**config.mk**
```make
export PLATFORM = sky130hd
export DESIGN_NAME = pram_sequencer
export DESIGN_NICKNAME = d
export VERILOG_FILES = /design/src/rtl/pram_sequencer.sv
export SDC_FILE = /design/constraint.sdc
export NUM_CORES = 1
export LEC_CHECK = 0
export ABC_CLOCK_PERIOD_IN_PS = 3500
export BUFFER_PORTS_ARGS = -buffer_cell sky130_fd_sc_hd__buf_4
export CORE_ASPECT_RATIO = 0.8
export CORE_UTILIZATION = 40
export CTS_BUF_LIST = sky130_fd_sc_hd__clkbuf_16
export DETAILED_ROUTE_END_ITERATION = 10
export PLACE_DENSITY = 0.71
export REMOVE_ABC_BUFFERS = 1
export SLEW_MARGIN = 30
export SYNTH_ARGS = -nofsm -noshare
export SYNTH_HDL_FRONTEND = slang
export SYNTH_SLANG_ARGS = --single-unit
```
**constraint.sdc**
```tcl
create_clock -name clk -period 3.5 [get_ports clk]
set_clock_uncertainty 0.2 [all_clocks]
set_input_delay 0.875 -clock clk [delete_from_list [all_inputs] [get_ports clk]]
set_output_delay 0.875 -clock clk [all_outputs]
set_load 0.02 [all_outputs]
```
**src/rtl/pram_sequencer.sv**
```systemverilog
// -----------------------------------------------------------------------------
// pram_sequencer
//
// Purpose:
//   Address generator and output stage in front of the PRAM pattern memory.
//   A start command steps through a window of PRAM addresses at a programmable
//   rate. Each fetched byte is registered and presented as the active
//   switching pattern. Playback can be one-shot or looping, and stop aborts it
//   at once.
//
// Ports:
//   clk            system clock, rising edge
//   rst_n          asynchronous active-low reset
//   start          level-sampled; accepted only in IDLE and only without stop
//   stop           level-sampled; aborts playback, highest priority
//   loop_en        1 = restart at base after the last step (sampled live)
//   base_addr      first PRAM address, latched on an accepted start
//   length         number of steps, latched on an accepted start
//   step_div       hold count per step, latched on an accepted start
//   pram_addr      registered address to the PRAM
//   pram_data      PRAM read data, combinational from pram_addr
//   pattern        registered active pattern
//   pattern_valid  one-cycle pulse when pattern is updated from the PRAM
//   busy           high whenever the sequencer is not IDLE
//   done           one-cycle pulse on one-shot completion or a length==0 start
//
// Build option:
//   SAFE_STOP_EN   when defined, pattern is forced to SAFE_PATTERN on the
//                  cycle playback ends by stop or one-shot completion.
//
// Step timing: FETCH takes one cycle, HOLD takes step_div+1 cycles, so one
// step lasts step_div+2 cycles.
// -----------------------------------------------------------------------------
module pram_sequencer #(
   parameter int                ADDR_W       = 16,
   parameter int                DATA_W       = 8,
   parameter int                DIV_W        = 16,
   parameter logic [DATA_W-1:0] SAFE_PATTERN = '0
) (
   input  logic              clk,
   input  logic              rst_n,
   input  logic              start,
   input  logic              stop,
   input  logic              loop_en,
   input  logic [ADDR_W-1:0] base_addr,
   input  logic [ADDR_W-1:0] length,
   input  logic [DIV_W-1:0]  step_div,
   output logic [ADDR_W-1:0] pram_addr,
   input  logic [DATA_W-1:0] pram_data,
   output logic [DATA_W-1:0] pattern,
   output logic              pattern_valid,
   output logic              busy,
   output logic              done
);

   typedef enum logic [1:0] {
      S_IDLE  = 2'd0,
      S_FETCH = 2'd1,
      S_HOLD  = 2'd2
   } state_t;

`ifdef SAFE_STOP_EN
   localparam bit SAFE_STOP = 1'b1;
`else
   localparam bit SAFE_STOP = 1'b0;
`endif

   state_t            state_q, state_d;
   logic [ADDR_W-1:0] addr_q, addr_d;
   logic [DATA_W-1:0] pattern_q, pattern_d;
   logic              valid_q, valid_d;
   logic              busy_q, busy_d;
   logic              done_q, done_d;
   logic [ADDR_W-1:0] idx_q, idx_d;
   logic [DIV_W-1:0]  cnt_q, cnt_d;
   logic [ADDR_W-1:0] base_q, base_d;
   logic [ADDR_W-1:0] len_q, len_d;
   logic [DIV_W-1:0]  div_q, div_d;
   logic              end_run;   // playback ends via stop or one-shot done

   // ---------------------------------------------------------------------------
   // Next-state and output logic
   // ---------------------------------------------------------------------------
   always_comb begin
      // NOTE: every signal gets a default before the case so that no path
      // leaves one unassigned; an unassigned path would infer a latch.
      state_d   = state_q;
      addr_d    = addr_q;
      pattern_d = pattern_q;
      valid_d   = 1'b0;
      done_d    = 1'b0;
      idx_d     = idx_q;
      cnt_d     = cnt_q;
      base_d    = base_q;
      len_d     = len_q;
      div_d     = div_q;
      end_run   = 1'b0;

      case (state_q)
         S_IDLE: begin
            if (start && !stop) begin
               if (length == '0) begin
                  // Empty window: report completion without ever going busy.
                  done_d = 1'b1;
               end else begin
                  base_d  = base_addr;
                  len_d   = length;
                  div_d   = step_div;
                  addr_d  = base_addr;
                  idx_d   = '0;
                  state_d = S_FETCH;
               end
            end
         end

         S_FETCH: begin
            if (stop) begin
               state_d = S_IDLE;
               end_run = 1'b1;
            end else begin
               // pram_addr has been stable for a full cycle, so pram_data is
               // settled and can be captured directly.
               pattern_d = pram_data;
               valid_d   = 1'b1;
               cnt_d     = div_q;
               state_d   = S_HOLD;
            end
         end

         S_HOLD: begin
            if (stop) begin
               state_d = S_IDLE;
               end_run = 1'b1;
            end else if (cnt_q != '0) begin
               cnt_d = cnt_q - 1'b1;
            end else if (idx_q != len_q - 1'b1) begin
               idx_d   = idx_q + 1'b1;
               addr_d  = addr_q + 1'b1;   // wraps modulo 2^ADDR_W
               state_d = S_FETCH;
            end else if (loop_en) begin
               // loop_en is deliberately sampled live here, not latched.
               idx_d   = '0;
               addr_d  = base_q;
               state_d = S_FETCH;
            end else begin
               done_d  = 1'b1;
               state_d = S_IDLE;
               end_run = 1'b1;
            end
         end

         default: state_d = S_IDLE;
      endcase

      if (SAFE_STOP && end_run) begin
         pattern_d = SAFE_PATTERN;
      end

      busy_d = (state_d != S_IDLE);
   end

   // ---------------------------------------------------------------------------
   // State registers
   // ---------------------------------------------------------------------------
   always_ff @(posedge clk or negedge rst_n) begin
      // NOTE: non-blocking assignments so every flop samples the pre-edge
      // value of the others, independent of statement order.
      if (!rst_n) begin
         state_q   <= S_IDLE;
         addr_q    <= '0;
         pattern_q <= '0;
         valid_q   <= 1'b0;
         busy_q    <= 1'b0;
         done_q    <= 1'b0;
         idx_q     <= '0;
         cnt_q     <= '0;
         base_q    <= '0;
         len_q     <= '0;
         div_q     <= '0;
      end else begin
         state_q   <= state_d;
         addr_q    <= addr_d;
         pattern_q <= pattern_d;
         valid_q   <= valid_d;
         busy_q    <= busy_d;
         done_q    <= done_d;
         idx_q     <= idx_d;
         cnt_q     <= cnt_d;
         base_q    <= base_d;
         len_q     <= len_d;
         div_q     <= div_d;
      end
   end

   assign pram_addr     = addr_q;
   assign pattern       = pattern_q;
   assign pattern_valid = valid_q;
   assign busy          = busy_q;
   assign done          = done_q;

endmodule
```
==> qor.txt <==
status: finished with violations
failing checks: DRC
max cap viols: 0
crit path launch type: flip-flop
Pins Over Slew Limit: 0
R2R Setup Slk: 140 ps
CP bufs+invs: 0
CP endpoint kind: flip-flop
Crit Path Class: reg -> reg
fraction of layout instances using a drive strength above 1: 20.4%
Area Growth Syn to Fin: 20.9%
Met3 Wirelength: 908 um
setup TNS: 0 ps
Core Footprint: 14400 sq um
worst-margin pin slew: 795 ps
CP top delay family: simple AND/OR/NAND/NOR gates
Final Core Density: 50.0%
most frequent cells in the layout: nand2_1, buf_4, dfrtp_1
ys flop type: dfrtp_1
Area contributors post-synth: dfrtp_1, nand2_1, o21ai_0
Synth Area in XOR/XNOR: 4.86%
commonest non-fill, non-tap cell in the layout: nand2_1
mean area per synthesized cell: 8.76 sq um
Synth Area in Simple Gates: 27.4%
fin crit share: 96.0%
wl on met1: 7130 um
VDD IR-drop max: 0.000294 V
RSZ-0062 raised after global routing: no
drt drc: 14
area of the multi-input gates: 3040 sq um
H-Tree Depth: 3
drt pass-1 iters: 8
FMAX: 298 MHz
vias in the first global route: 4926
Initial DRC Count: 412
Die W: 138 um
number of synthesized flops with an enable pin: 0
Register Area: 2730 sq um
fillcell total: 1386
largest family of logic cells by synthesized area: simple AND/OR/NAND/NOR gates
DR vias/cell: 5.41
Die H: 111 um
top-area cell type share of the netlist area: 45.9%
mux contribution to synthesized area: 2.44%
sequential area share after synthesis: 45.9%
Final setup violation count: 0
Tmin final: 3360 ps
Mapped Cells: 679
initial antenna violation count: 0
vias after detailed routing: 5181
Yosys reg bits: 109
top layer in use: met4
I/O pin count: 88
highest-delay cell along the critical path: or3_1
final wirelength: 14500 um
Worst EP required: 3540 ps
port bufs: 87
yosys warns: 0
fin nets: 833
Die Footprint: 15400 sq um
Synth Area in Adders: 0.841%
crit-path cells: or3_1 > o31a_1 > nor3_1 > nand3_1 > nor4_4 > nand2_4 > and3_1 > o32a_1
clk_lat worst skew: 350 ps
post-synthesis async set-or-reset flop share: 100%
row count: 39
Overflow after GRT: 0
gp weighted congestion: 0.876
Avg WL per Cell: 15.1 um
clock sink total: 109
Rel. slew slack: 47.0%
Final Hold Viols: 0
Num CTS Buffers: 9
TritonCTS clock tree: yes
power density over cell area: 561 nW/um^2
HP Class: reg -> reg
placed insts: 937
CTS Hold Bufs: 0
Worst path max stage delay: 490 ps
Initial Utilization: 41.3%
first-pass GRT wire length: 24200 um
Total GRT Usage: 19.7%
antenna viol nets, final: 0
leakage power: 0.00338 uW
met2 wire len: 6280 um
non-filler cells, final: 957
Synth Area in Compound Gates: 15.1%
CTS Buffer Depth: 2
clk slew on worst S/H paths: 70 ps
post-synth top area cell: dfrtp_1
worst endpoint data arrival time: 3400 ps
Synth Cell Area: 5950 sq um
Cell variety after synth: 68
clock root buffer master: clkbuf_16
CP Max Fanout: 28
largest net degree at the start of global routing: 60
DP Wirelength: 10200 um
# diodes: 0
[routing by layer]
metal / track usage [%] / vias to the layer above
met4: 4.64 / 0
met5: 0 / -
met1: 27.8 / 2468
li1: - / 2553
met3: 5.14 / 12
met2: 30.3 / 148
[path summary, 6_finish.rpt]
kind / from / endpoint / cells past startpoint
worst min register to register: div_q[8]$_DFFE_PN0P_ / div_q[8]$_DFFE_PN0P_ / 2
worst max register to register: len_q[0]$_DFFE_PN0P_ / pram_addr[8]$_DFFE_PN0P_ / 8
min in group asynchronous: rst_n / base_q[13]$_DFFE_PN0P_ / 1
max in group asynchronous: rst_n / idx_q[0]$_DFFE_PN0P_ / 2
worst max-delay path: len_q[0]$_DFFE_PN0P_ / pram_addr[8]$_DFFE_PN0P_ / 8
worst min-delay path: div_q[8]$_DFFE_PN0P_ / div_q[8]$_DFFE_PN0P_ / 2
[cells in the mapped netlist (12+ instances only)]
cell type    n
nor2b_1     15
inv_1       12
xnor2_1     20
nor2_1      39
nor3_1      15
nand3_1     15
xor2_1      13
nand2_1    164
o21ai_0     56
and3_1      24
nor4_1      14
clkbuf_1    21
dfrtp_1    109
a21oi_1     20
[kinds of logic (layout without fill, tap and decap cells)]
| logic type | Yosys count | after routing |
|---|---|---|
| mux | 13 | 13 |
| flops | 109 | 109 |
| simple gates | 336 | 336 |
| fa+ha+maj | 4 | 4 |
| buf+inv | 47 | 141 |
| compound gates | 137 | 137 |
| xor+xnor | 33 | 33 |
[where the power goes]
part | switching, uW | internal, uW
Clock | 485 | 488
Combinational | 674 | 565
Sequential | 278 | 1540
Total | 1440 | 2600
[tightest hold or removal path, stage by stage, from the launching register on]
cell and delay (ps):
dfrtp_1 350, nand2_1 50, nand2_1 50
[sequential cells by signal (all words and copies together) (netlist names), 2 cells and up]
signal and flops:
base_q 16, cnt_q 16, div_q 16, idx_q 16
len_q 16, pattern 8, pram_addr 16, state_q 2
[layout make-up]
class / count / share of cell area [%]
Clock buffer: 9 / 3.13
Clock inverter: 7 / 0.679
Inverter: 12 / 0.626
Multi-Input combinational cell: 523 / 42.3
Sequential cell: 109 / 37.9
Tap cell: 184 / 3.20
Timing Repair Buffer: 113 / 12.1
[stage by stage]
step	area (sq um)	hold slack [ps]	worst slack (ps)	power, uW
final	7190	275	139	4030
after detailed placement	6870	256	-48.0	3070
after floorplan	5780	237	-511	2580
after global routing	7190	291	5.58	4300
after global placement	6870	256	63.4	3040
after CTS	7150	280	143	4060
[what timing repair did]
action | CTS | global route
setup buffers | 0 | 4
endpoints found under the hold margin | 0 | 0
resized for setup | 1 | 2
setup endpoints to repair | 11 | 27
pin swaps | 0 | 1
Power figures use the tool's default switching activity.
